## src/rtl/lvds_rx_aligner.sv

```systemverilog
// Word aligner for an 8-bit LVDS deserializer: bit-slips until TRAIN_WORD is seen MATCH_CNT times in a row, then forwards payload.
// Define SEQ_CHECK_EN to add the payload sequence checker that drives err_cnt; otherwise err_cnt is tied to 0.
module lvds_rx_aligner #(
  parameter logic [7:0] TRAIN_WORD = 8'hF0,
  parameter int         MATCH_CNT  = 16,
  parameter int         SLIP_WAIT  = 4
) (
  input  logic        clk,
  input  logic        rst,
  input  logic        rx_locked,
  input  logic [7:0]  rx_data,
  output logic        rx_data_align,
  output logic        align_done,
  output logic        align_fail,
  output logic [7:0]  data_out,
  output logic        data_valid,
  output logic [15:0] err_cnt
);

  localparam int MW = (MATCH_CNT > 1) ? $clog2(MATCH_CNT) : 1;
  localparam int WW = (SLIP_WAIT > 1) ? $clog2(SLIP_WAIT) : 1;
  localparam logic [MW-1:0] MATCH_LAST = MW'(MATCH_CNT - 1);
  localparam logic [WW-1:0] WAIT_LAST  = WW'(SLIP_WAIT - 1);

  typedef enum logic [2:0] {IDLE, WAIT, CHECK, SLIP, ALIGNED} state_t;

  state_t          state;
  logic [MW-1:0]   match_cnt;
  logic [WW-1:0]   wait_cnt;
  logic [2:0]      slip_cnt;
  logic            slip_phase;
  logic            fwd;

  // A payload word is forwarded only while aligned; training words are always dropped.
  assign fwd = (state == ALIGNED) && rx_locked && (rx_data != TRAIN_WORD);

  always_ff @(posedge clk or posedge rst) begin
    if (rst) begin
      state         <= IDLE;
      match_cnt     <= '0;
      wait_cnt      <= '0;
      slip_cnt      <= '0;
      slip_phase    <= 1'b0;
      rx_data_align <= 1'b0;
      align_done    <= 1'b0;
      align_fail    <= 1'b0;
      data_out      <= '0;
      data_valid    <= 1'b0;
    end else if (!rx_locked) begin
      // Lock loss restarts alignment from scratch; align_fail stays sticky.
      state         <= IDLE;
      match_cnt     <= '0;
      wait_cnt      <= '0;
      slip_cnt      <= '0;
      slip_phase    <= 1'b0;
      rx_data_align <= 1'b0;
      align_done    <= 1'b0;
      data_out      <= '0;
      data_valid    <= 1'b0;
    end else begin
      case (state)
        IDLE: begin
          state    <= WAIT;
          wait_cnt <= '0;
        end
        WAIT: begin
          match_cnt <= '0;
          if (wait_cnt == WAIT_LAST) begin
            wait_cnt <= '0;
            state    <= CHECK;
          end else begin
            wait_cnt <= wait_cnt + WW'(1);
          end
        end
        CHECK: begin
          if (rx_data == TRAIN_WORD) begin
            if (match_cnt == MATCH_LAST) begin
              state      <= ALIGNED;
              align_done <= 1'b1;
              align_fail <= 1'b0;
            end else begin
              match_cnt <= match_cnt + MW'(1);
            end
          end else begin
            state         <= SLIP;
            rx_data_align <= 1'b1;
            slip_phase    <= 1'b0;
            slip_cnt      <= slip_cnt + 3'd1;
            // Eighth slip means every rotation has been tried once.
            if (slip_cnt == 3'd7) align_fail <= 1'b1;
          end
        end
        SLIP: begin
          if (slip_phase) begin
            state         <= WAIT;
            rx_data_align <= 1'b0;
            slip_phase    <= 1'b0;
            wait_cnt      <= '0;
          end else begin
            slip_phase <= 1'b1;
          end
        end
        ALIGNED: begin
          data_valid <= fwd;
          if (fwd) data_out <= rx_data;
        end
        default: state <= IDLE;
      endcase
    end
  end

`ifdef SEQ_CHECK_EN
  logic        seq_seeded;
  logic [7:0]  seq_prev;
  logic [15:0] err_q;

  always_ff @(posedge clk or posedge rst) begin
    if (rst) begin
      seq_seeded <= 1'b0;
      seq_prev   <= '0;
      err_q      <= '0;
    end else if (!rx_locked || state != ALIGNED) begin
      seq_seeded <= 1'b0;
    end else if (fwd) begin
      seq_seeded <= 1'b1;
      seq_prev   <= rx_data;
      if (seq_seeded && (rx_data != seq_prev + 8'd1) && (err_q != 16'hFFFF))
        err_q <= err_q + 16'd1;
    end
  end

  assign err_cnt = err_q;
`else
  assign err_cnt = 16'd0;
`endif

endmodule

```

## config.mk

```make
export PLATFORM = sky130hd
export DESIGN_NAME = lvds_rx_aligner
export DESIGN_NICKNAME = d
export VERILOG_FILES = /design/src/rtl/lvds_rx_aligner.sv
export SDC_FILE = /design/constraint.sdc
export NUM_CORES = 1
export LEC_CHECK = 0
export CAP_MARGIN = 20
export CORE_UTILIZATION = 51
export DETAILED_ROUTE_END_ITERATION = 7
export GPL_ROUTABILITY_DRIVEN = 0
export HOLD_SLACK_MARGIN = 0.06
export PLACE_DENSITY = 0.89
export SYNTH_ARGS = -nofsm -noshare
export SYNTH_HDL_FRONTEND = slang
export SYNTH_SLANG_ARGS = --single-unit
```

## constraint.sdc

```tcl
create_clock -name clk -period 3.7 [get_ports clk]
set_clock_uncertainty 0.15 [all_clocks]
set_input_delay 0.925 -clock clk [delete_from_list [all_inputs] [get_ports clk]]
set_output_delay 0.925 -clock clk [all_outputs]
set_load 0.01 [all_outputs]
```

==> metrics.yaml <==
run_status:
  run_status: "completed"
cells_and_area:
  drive_above_1_share: 0.0755
  insertedDiodeCount: 0
  syn2layout_area_growth_pct: 13.7
  finish.instance_area_sq_um: 1600
  fillers: 199
  multi_input_area_sq_um: 664
  regArea_sq_um: 626
  nNetsFinal: 175
  finalNonFillerCells: 189
route:
  wl_um: 2800
  drtIter0Drc: 29
  wl_per_cell_um: 14.8
  vias: 1058
  ant_nets: 0
  first_pass_iters: 7
  drc: 0
  viasPerCell: 5.60
global_routing:
  first_global_vias: 962
  overflow: 0
  antenna_found_initial: 0
  grt_use_total: 0.204
  grt_max_degree: 26
  grt_pass1_wl_um: 4200
synthesis:
  yosys-top-cells-count: "dfrtp_1, buf_4, nor2b_1"
  yosys.area.top_type: "dfrtp_1"
  ys_seq_area_frac: 0.444
  synth_seq_cells: 25
  syn_area_per_cell_sq_um: 10.1
  ys_top_cells_by_area: "dfrtp_1, buf_4, nor2b_1, ha_1, mux2i_1"
  synthFlopType: "dfrtp_1"
  synth.most_common_cell: "dfrtp_1"
  yosys_warnings: 0
  synth.distinct_cells: 37
  synth_area_sq_um: 1410
  synthArstFlopShare: 1.00
  synth_top_area_share: 0.444
  synth_edf_count: 0
  syn_inst: 139
floorplanning:
  die-area_sq_um: 2980
  num_rows: 18
  io_pins: 39
  initial_core_util: 0.554
  die_y_um: 54.6
  die_x_um: 54.6
  coreArea_sq_um: 2540
pwr:
  p_leak_uw: 0.000731
  power_density_nw_per_um2: 277
  vdd_ir_drop_max_uv: 278
run:
  cap_violations: 0
clock_tree:
  insertion_delay_ps: 330
  cts_resized: 0
  path_clk_slew_ps: 130
  cts_buffers: 3
  clock-root-buffer: "clkbuf_4"
  clock-sinks: 25
  cts_buffer_depth: 2
  cts_hold_buf: 0
  htreeDepth: 1
  post-cts-setup-buffers: 0
  cts_tree: "done"
place:
  place_area_sq_um: 1570
  dp_hpwl_um: 2070
  numPortBuffers: 22
  dp.cells: 185
worst_setup_path:
  worstSetupStartpoint: "rx_data[1]"
  critPathCaptureType: "flip-flop"
  cp_max_fo: 9
  cp-start-kind: "input pin"
  r2r_cells: 5
  reg2reg_slack_ps: 1850
  path_class: "input pin to flip-flop"
  worst_ep_arrival_time_ps: 2730
  timing.rr.start: "match_cnt[0]"
  r2r-end: "match_cnt[0]"
  critical_path_required_ps: 3750
sta:
  grt_setup_unrepaired: "no"
  slew_headroom: 0.381
  fin_crit_sh: 0.724
  fin_setup_tns_ps: 0
  worst_pin_slew_ps: 928
  final.min_clock_period_ps: 2680
  finalSetupViolations: 0
  slew_viol_final: 0
  timing.fmax_mhz: 373
  final-hold-violation-count: 0
worst_hold_path:
  min_path_cells: 1
  worstHoldStart: "align_done"
  hp-class: "flip-flop to flip-flop"
  hold_end: "align_done"
## report_power, final
| part | total [uW] | internal, uW | switching [uW] |
|---|---|---|---|
| Combinational | 39.2 | 15.8 | 23.4 |
| Sequential | 278 | 275 | 2.93 |
| Clock | 126 | 40.6 | 85.8 |
## sequential cells by signal (all words and copies together), names as in the netlist
signal,cells
data_out,8
match_cnt,4
slip_cnt,3
state,3
wait_cnt,2
align_done,1
align_fail,1
data_valid,1
rx_data_align,1
slip_phase,1
## placed cells by master (no fill, tap or decap), types with 3 or more instances in the layout
cell	count
a21boi_0	3
a21oi_1	6
a22o_1	3
nor2_1	6
and3_1	4
clkbuf_4	3
ha_1	4
a31oi_1	3
o21ai_0	5
o21ai_1	3
inv_1	3
nand3_1	4
conb_1	16
mux2i_1	4
nand3b_1	3
a22oi_1	4
clkdlybuf4s50_1	22
nand2_1	7
dfrtp_1	25
nor2b_1	9
## layer usage
metal,wire [um],track usage,vias to the layer above
met1,1160,0.236,518
met5,0,0,-
met4,36,0.0897,0
met2,1480,0.339,40
li1,-,-,495
met3,112,0.0694,5
## final cells by class
type	count	share of cell area
Timing Repair Buffer	24	0.147
Tap cell	30	0.0234
Sequential cell	25	0.391
Clock buffer	3	0.0141
Clock inverter	1	0.00312
Multi-Input combinational cell	103	0.415
Inverter	3	0.00703
## through the flow
step                power [uW]  hold WS (ps)  worst slack (ps)  utilization
global placement           320           325               737        0.618
finish                     444           379              1020        0.629
detailed placement         322           352               663        0.618
CTS                        444           383              1010        0.629
floorplan                  318           320              1220            -
global route               461           404               946        0.629
## kinds of logic (layout without fill, tap and decap cells)
kind of cell	count (synthesis)	after routing	synth area share
XOR/XNOR	2	2	0.0124
other	1	16	0.00266
adder cells (fa/ha/maj)	4	4	0.0355
flip-flops	25	25	0.444
AO/OA/AOI/OAI	33	33	0.166
buffers and inverters	26	31	0.124
multiplexers	5	5	0.0364
AND/OR/NAND/NOR	43	43	0.179
## worst max-delay path by stage
stage                         endpoint  slack (ps)  cells past startpoint
after global placement    match_cnt[2]         740                      5
final                     match_cnt[3]        1020                      5
after CTS                 match_cnt[3]        1010                      5
after global routing      match_cnt[2]         950                      5
after detailed placement  match_cnt[2]         660                      5
after floorplan           match_cnt[3]        1220                      6
## worst max-delay path, cell delays in order
cell and delay, ps:
clkdlybuf4s50_1 440, or4_4 590, or2_0 400, o31ai_2 280, a21oi_1 100
No activity file was read; power rests on OpenSTA's default activity.
